<file path="src/rtl/ustc_fan_pkg.sv">
// Shared definitions for the ustc_fan datapath: ctrl bit positions, slot field layout
// and the FSM state type used by the line packer.
package ustc_fan_pkg;

   localparam int unsigned CTRL_VALID = 3;
   localparam int unsigned CTRL_START = 1;
   localparam int unsigned CTRL_END   = 0;

   typedef enum logic [0:0] {StFill, StHold} fill_state_e;

   // Slot layout is {ctrl, row, data} with data in the low bits.
   function automatic int unsigned row_lsb(input int unsigned dw_data);
      return dw_data;
   endfunction

   function automatic int unsigned ctrl_lsb(input int unsigned dw_data, input int unsigned dw_row);
      return dw_data + dw_row;
   endfunction

   function automatic logic [3:0] make_ctrl(input logic start, input logic last);
      logic [3:0] c;
      c             = '0;
      c[CTRL_VALID] = 1'b1;
      c[CTRL_START] = start;
      c[CTRL_END]   = last;
      return c;
   endfunction

endpackage

</file>
<file path="src/rtl/ustc_fan_packer_if.sv">
// Element-in / packed-line-out handshake bundle of ustc_fan_packer.
interface ustc_fan_packer_if #(
   parameter int unsigned DW_DATA = 8,
   parameter int unsigned DW_ROW  = 4,
   parameter int unsigned DW_LINE = 16,
   parameter int unsigned NUM_IN  = 32
) ();

   logic                      in_valid;
   logic                      in_ready;
   logic [DW_ROW-1:0]         in_row;
   logic [DW_DATA-1:0]        in_data;
   logic                      in_last;
   logic                      flush;
   logic                      out_valid;
   logic                      out_ready;
   logic [NUM_IN*DW_LINE-1:0] out;

   modport master (
      output in_valid, in_row, in_data, in_last, flush, out_ready,
      input  in_ready, out_valid, out
   );

   modport slave (
      input  in_valid, in_row, in_data, in_last, flush, out_ready,
      output in_ready, out_valid, out
   );

endinterface

</file>
<file path="src/rtl/ustc_fan_slot_buf.sv">
// Fill buffer of NUM_IN slots with one write port, one set-end port and one read port.
// line_nxt exposes the buffer contents including this cycle's edits.
module ustc_fan_slot_buf #(
   parameter int unsigned NUM_IN  = 32,
   parameter int unsigned DW_LINE = 16,
   parameter int unsigned END_BIT = 12
) (
   input  logic                       clk,
   input  logic                       rst,
   input  logic                       clr,
   input  logic                       wr_en,
   input  logic [$clog2(NUM_IN)-1:0]  wr_idx,
   input  logic [DW_LINE-1:0]         wr_slot,
   input  logic                       end_en,
   input  logic [$clog2(NUM_IN)-1:0]  end_idx,
   input  logic [$clog2(NUM_IN)-1:0]  rd_idx,
   output logic [DW_LINE-1:0]         rd_slot,
   output logic [NUM_IN*DW_LINE-1:0]  line_nxt
);

   logic [DW_LINE-1:0] slot_q [NUM_IN];
   logic [DW_LINE-1:0] slot_d [NUM_IN];

   always_comb begin
      for (int i = 0; i < NUM_IN; i++) begin
         slot_d[i] = slot_q[i];
      end
      if (wr_en) begin
         slot_d[wr_idx] = wr_slot;
      end
      if (end_en) begin
         slot_d[end_idx][END_BIT] = 1'b1;
      end
   end

   always_comb begin
      line_nxt = '0;
      for (int i = 0; i < NUM_IN; i++) begin
         line_nxt[i*DW_LINE +: DW_LINE] = slot_d[i];
      end
   end

   assign rd_slot = slot_q[rd_idx];

   always_ff @(posedge clk) begin
      if (rst || clr) begin
         for (int i = 0; i < NUM_IN; i++) begin
            slot_q[i] <= '0;
         end
      end else begin
         for (int i = 0; i < NUM_IN; i++) begin
            slot_q[i] <= slot_d[i];
         end
      end
   end

endmodule

</file>
<file path="src/rtl/ustc_fan_packer.sv">
// Packs a serial stream of (row, data) elements into NUM_IN-slot lines with segment
// start/end flags; fill buffer plus output register so filling overlaps a waiting line.
module ustc_fan_packer
   import ustc_fan_pkg::*;
#(
   parameter int unsigned DW_DATA = 8,
   parameter int unsigned DW_ROW  = 4,
   parameter int unsigned DW_CTRL = 4,
   parameter int unsigned NUM_IN  = 32
) (
   input logic              clk,
   input logic              rst,
   ustc_fan_packer_if.slave bus
);

   localparam int unsigned DW_LINE = DW_DATA + DW_ROW + DW_CTRL;
   localparam int unsigned IW      = $clog2(NUM_IN);
   localparam int unsigned CW      = $clog2(NUM_IN + 1);
   localparam int unsigned END_BIT = ctrl_lsb(DW_DATA, DW_ROW) + CTRL_END;

   fill_state_e               state_q, state_d;
   logic [CW-1:0]             count_q, count_d;
   logic [NUM_IN*DW_LINE-1:0] out_q, out_d;
   logic                      out_valid_q, out_valid_d;

   logic [IW-1:0]             wr_idx, prev_idx;
   logic [DW_LINE-1:0]        wr_slot, prev_slot;
   logic [NUM_IN*DW_LINE-1:0] line_nxt;
   logic                      accept, first, newseg, end_en;
   logic                      close_acc, close_flush, close, can_xfer, xfer;

   // Slots fill from NUM_IN-1 downward, so the previous slot sits one index above.
   assign wr_idx   = IW'(NUM_IN - 1) - count_q[IW-1:0];
   assign prev_idx = wr_idx + IW'(1);

   assign bus.in_ready  = (state_q == StFill);
   assign bus.out_valid = out_valid_q;
   assign bus.out       = out_q;

   assign accept      = bus.in_valid && bus.in_ready;
   assign first       = (count_q == '0);
   assign newseg      = first || (bus.in_row != prev_slot[row_lsb(DW_DATA) +: DW_ROW]);
   assign close_acc   = accept && ((count_q == CW'(NUM_IN - 1)) || bus.in_last || bus.flush);
   // A bare flush closes at the last filled slot, which is also prev_idx.
   assign close_flush = (state_q == StFill) && bus.flush && !accept && !first;
   assign close       = close_acc || close_flush;
   assign end_en      = (accept && !first && newseg) || close_flush;
   assign can_xfer    = !out_valid_q || bus.out_ready;
   assign wr_slot     = {DW_CTRL'(make_ctrl(newseg, close_acc)), bus.in_row, bus.in_data};

   ustc_fan_slot_buf #(
      .NUM_IN  (NUM_IN),
      .DW_LINE (DW_LINE),
      .END_BIT (END_BIT)
   ) u_slot_buf (
      .clk      (clk),
      .rst      (rst),
      .clr      (xfer),
      .wr_en    (accept),
      .wr_idx   (wr_idx),
      .wr_slot  (wr_slot),
      .end_en   (end_en),
      .end_idx  (prev_idx),
      .rd_idx   (prev_idx),
      .rd_slot  (prev_slot),
      .line_nxt (line_nxt)
   );

   always_comb begin
      state_d = state_q;
      xfer    = 1'b0;
      unique case (state_q)
         StFill: begin
            if (close) begin
               if (can_xfer) begin
                  xfer = 1'b1;
               end else begin
                  state_d = StHold;
               end
            end
         end
         StHold: begin
            if (can_xfer) begin
               xfer    = 1'b1;
               state_d = StFill;
            end
         end
         default: state_d = StFill;
      endcase
   end

   always_comb begin
      count_d     = count_q;
      out_d       = out_q;
      out_valid_d = out_valid_q;
      if (xfer) begin
         count_d = '0;
      end else if (accept) begin
         count_d = count_q + CW'(1);
      end
      if (xfer) begin
         out_d       = line_nxt;
         out_valid_d = 1'b1;
      end else if (bus.out_ready) begin
         out_valid_d = 1'b0;
      end
   end

   always_ff @(posedge clk) begin
      if (rst) begin
         state_q     <= StFill;
         count_q     <= '0;
         out_q       <= '0;
         out_valid_q <= 1'b0;
      end else begin
         state_q     <= state_d;
         count_q     <= count_d;
         out_q       <= out_d;
         out_valid_q <= out_valid_d;
      end
   end

endmodule

</file>
<file path="src/flat_wrapper.sv">
// flat-port wrapper written by rule: the top's interface ports become plain ports
module ustc_fan_packer_flat import ustc_fan_pkg::*;
#(
   parameter int unsigned DW_DATA = 8,
   parameter int unsigned DW_ROW  = 4,
   parameter int unsigned DW_CTRL = 4,
   parameter int unsigned NUM_IN  = 32
)
  (clk, rst, bus_in_valid, bus_in_row, bus_in_data, bus_in_last, bus_flush, bus_out_ready, bus_in_ready, bus_out_valid, bus_out);
  ustc_fan_packer_if #(.DW_DATA(DW_DATA), .DW_ROW(DW_ROW), .DW_LINE(16), .NUM_IN(NUM_IN)) bus_i ();
  input logic clk;
  input logic rst;
  input wire logic [$bits(bus_i.in_valid)-1:0] bus_in_valid;
  input wire logic [$bits(bus_i.in_row)-1:0] bus_in_row;
  input wire logic [$bits(bus_i.in_data)-1:0] bus_in_data;
  input wire logic [$bits(bus_i.in_last)-1:0] bus_in_last;
  input wire logic [$bits(bus_i.flush)-1:0] bus_flush;
  input wire logic [$bits(bus_i.out_ready)-1:0] bus_out_ready;
  output wire logic [$bits(bus_i.in_ready)-1:0] bus_in_ready;
  output wire logic [$bits(bus_i.out_valid)-1:0] bus_out_valid;
  output wire logic [$bits(bus_i.out)-1:0] bus_out;
  assign bus_i.in_valid = bus_in_valid;
  assign bus_i.in_row = bus_in_row;
  assign bus_i.in_data = bus_in_data;
  assign bus_i.in_last = bus_in_last;
  assign bus_i.flush = bus_flush;
  assign bus_i.out_ready = bus_out_ready;
  assign bus_in_ready = bus_i.in_ready;
  assign bus_out_valid = bus_i.out_valid;
  assign bus_out = bus_i.out;
  ustc_fan_packer #(.DW_DATA(DW_DATA), .DW_ROW(DW_ROW), .DW_CTRL(DW_CTRL), .NUM_IN(NUM_IN)) u_core (.clk(clk), .rst(rst), .bus(bus_i));
endmodule
</file>
<file path="config.mk">
export PLATFORM = sky130hd
export DESIGN_NAME = ustc_fan_packer_flat
export DESIGN_NICKNAME = d
export VERILOG_FILES = /design/src/rtl/ustc_fan_pkg.sv /design/src/rtl/ustc_fan_packer_if.sv /design/src/rtl/ustc_fan_slot_buf.sv /design/src/rtl/ustc_fan_packer.sv /design/src/flat_wrapper.sv
export SDC_FILE = /design/constraint.sdc
export NUM_CORES = 2
export LEC_CHECK = 0
export ABC_CLOCK_PERIOD_IN_PS = 6400
export BUFFER_PORTS_ARGS = -buffer_cell sky130_fd_sc_hd__buf_2
export CORE_UTILIZATION = 61
export CTS_BUF_LIST = sky130_fd_sc_hd__clkbuf_16
export CTS_CLUSTER_DIAMETER = 60
export DETAILED_ROUTE_END_ITERATION = 10
export PLACE_DENSITY = 0.85
export SLEW_MARGIN = 20
export SYNTH_ARGS = -nofsm -noshare
export SYNTH_HDL_FRONTEND = slang
export SYNTH_SLANG_ARGS = --single-unit
</file>
<file path="constraint.sdc">
create_clock -name clk -period 6.4 [get_ports clk]
set_input_delay 1.92 -clock clk [delete_from_list [all_inputs] [get_ports clk]]
set_output_delay 1.92 -clock clk [all_outputs]
set_load 0.02 [all_outputs]
</file>
==> metrics <==
post-synth top area cell dfxtp_1; share of the synthesized area in the top cell type 58.1%; Num CTS Buffers 99; die height 243 microns; ys async rst share 0%; clock power share roughly 45%; routed wire length 108,000 microns; Worst Path Max Fanout 48; worst slack, placed 1.34 ns; Clk Latency, worst-skew pair roughly 0.66 ns; Top FF cell, synth dfxtp_1; synth unique cells 59; # clock sinks 1,032; TritonRoute pass-1 iters 7; layout cells sized above 1 18.9%; vias 28,900; post-layout util 72.4%; most frequent cells in the layout 1,031 x dfxtp_1, 597 x nor2_1, 530 x buf_2; most frequent CP cell buf_4; die width 243 microns; first-pass GRT wire length 163,000 microns; vias per cell 5.82; worst hold path type flip-flop to flip-flop; Cell Rows 88; post-cts gate resize count 0; Setup CP Type flip-flop to flip-flop; Core Area roughly 58,000 sq um; IO Port Bufs about 530; Final Hold Violating Endpoints 0; initial antenna violation count 1; commonest non-fill, non-tap cell in the layout dfxtp_1; Initial Utilization 61.7%; status finished, final reports clean; crit path DAT roughly 5.4 ns; largest net degree at the start of global routing roughly 150; combinational power share 5.2%; Worst-Margin Slew between 1 and 1.5 ns; top-level I/O count between 500 and 600; routed len/inst 21.8 microns; gp weighted congestion 0.951; worst vdd ir 0.267 mV; Slew Limit Fails 0; CTS root buf clkbuf_16; GRT Overall Usage 35.4%; Slew headroom about a fifth; Net Sw Frac 23.8%; DRC Markers 0; CTS tree done; Clock Pin Slew Worst Setup and Hold Paths approximately 0.060 ns; total gr overflow 0; Worst path max stage delay just over 1 ns; Die Area 59,300 sq um; Worst Skew 0.0232 ns; P per Cell Area 309 nW/um^2; setup TNS 0 ns; # setup viols final 0; Syn Std Cell Area 35,600 sq um; CP max-delay cell ha_2; setup repair bufs after CTS 0; register area share after synthesis 58.1%; switching pwr 3.07 mW; average cell area after synthesis between 9 and 10 sq um; Layout Nets around 4,100; final worst setup slack about 1.6 ns; critical path endpoint category flip-flop; final worst-path cycle share approximately three quarters; Crit path required time 6.91 ns; antenna cells 0; H-tree depth 3; Yosys warning count 0; minimum clock period 4.84 ns; crit path launch type flip-flop; vias in the first global route 27,500; RSZ-0062 raised after global routing false; Max Clock Freq 207 MHz; Max Cap Viol 0; Detail Placement HPWL a little under 70,000 microns; Post-synth EDFFs 0; Mapped Nets 3,758; Yosys reg bits approximately 1,000; clock buffer depth 3; Synth Instances 3,734; P_int 9.85 mW; area added between synthesis and finish 17.4%; Pleak 17.9 nW; ANT nets after route 0; sequential share of power 50.1%; main area contributors after synthesis dfxtp_1 58%, mux2i_1 10%, nor2_1 6.4%, o21ai_0 6.2%, nand2_1 5.4%; CP Cell Sequence inv_1, ha_2, buf_4, mux2_2, o22ai_1, a2111oi_0, nor4_1, xnor2_1, or3_1, a21oi_4, buf_4, o21ai_0; CTS Hold Bufs 0; DRT iter0 DRCs 2,410
[stage by stage]
step / total power, mW / std cells / cell area [sq um] / hold WS, ns
final: 12.9 / 4972 / 41800 / 0.446
after global routing: 13.3 / 4972 / 41800 / 0.464
after CTS: 12.9 / 4971 / 41700 / 0.451
after detailed placement: 7.26 / 4786 / 38500 / 0.437
after global placement: 7.25 / 4785 / 38500 / 0.429
after floorplan: 7.04 / 3734 / 35600 / 0.424
[metal layers]
layer  wire length [microns]  global-route usage (%)
met3                    9700                    8.23
met1                   43400                    45.5
met5                       0                       0
met2                   49300                    55.3
met4                    5890                    19.3
[worst max-delay path, delay by kind of cell (launching register included)]
kind	cells	cell delay (ns)
AOI/OAI and AO/OA	4	0.57
xor gates and xnor gates	1	0.19
adders and majority gates	1	1.03
and+or+nand+nor	2	1.03
buffers and inverters	3	1.01
muxes	1	0.39
DFF	1	0.43
[path summary, 6_finish.rpt]
check,startpoint,end,slack [ns],cells past startpoint
min reg2reg,u_core.bus.out[346],u_core.bus.out[346],0.45,2
min,u_core.bus.out[346],u_core.bus.out[346],0.45,2
max reg2reg,u_core.count_q[1],u_core.bus.out[364],1.56,12
max,u_core.count_q[1],u_core.bus.out[364],1.56,12
[cell type report]
type / count / area (sq um)
fill: 4180 / 15900
inverter: 17 / 63.8
sequential: 1032 / 20700
timing repair buffer: 579 / 3190
multi-input combinational: 2394 / 13700
clock inverter: 85 / 699
tap: 765 / 957
clock buffer: 100 / 2500
[flip-flops by register name, summed over array words and instances, names as in the netlist]
signal and flops:
u_core.bus.out_valid 1, u_core.u_slot_buf.slot_q 512, u_core.count_q 6, u_core.bus.out 512, u_core.state_q 1
[cells by family after synthesis]
| kind of cell | Yosys count | synth area share (%) |
|---|---|---|
| adders and majority gates | 6 | 0.211 |
| AOI/OAI and AO/OA | 724 | 11.9 |
| buffers and inverters | 308 | 3.66 |
| xor gates and xnor gates | 9 | 0.264 |
| muxes | 387 | 11.5 |
| and+or+nand+nor | 1268 | 14.4 |
| DFF | 1032 | 58.1 |
[cells in the mapped netlist (7+ instances only)]
library cell	n
a2111oi_0	8
a211oi_1	20
a21oi_1	100
a22o_1	32
a22oi_1	19
a32o_1	32
and2_1	35
and3_1	32
buf_2	96
clkbuf_1	185
dfxtp_1	1032
inv_1	17
mux2_2	17
mux2i_1	354
mux4_2	16
nand2_1	513
nand3_1	23
nor2_1	611
nor2b_1	11
o21ai_0	443
o22ai_1	17
o31ai_1	22
or2_2	7
or3_1	13
[power groups by stage]
| stage | clock network (mW) | registers, mW | logic (mW) |
|---|---|---|---|
| after floorplan | 0 | 6.63 | 0.414 |
| after global placement | 0 | 6.61 | 0.643 |
| after detailed placement | 0 | 6.61 | 0.650 |
| after CTS | 5.82 | 6.47 | 0.653 |
| after global routing | 6.09 | 6.46 | 0.706 |
| final | 5.78 | 6.47 | 0.673 |
Power figures use the tool's default switching activity.
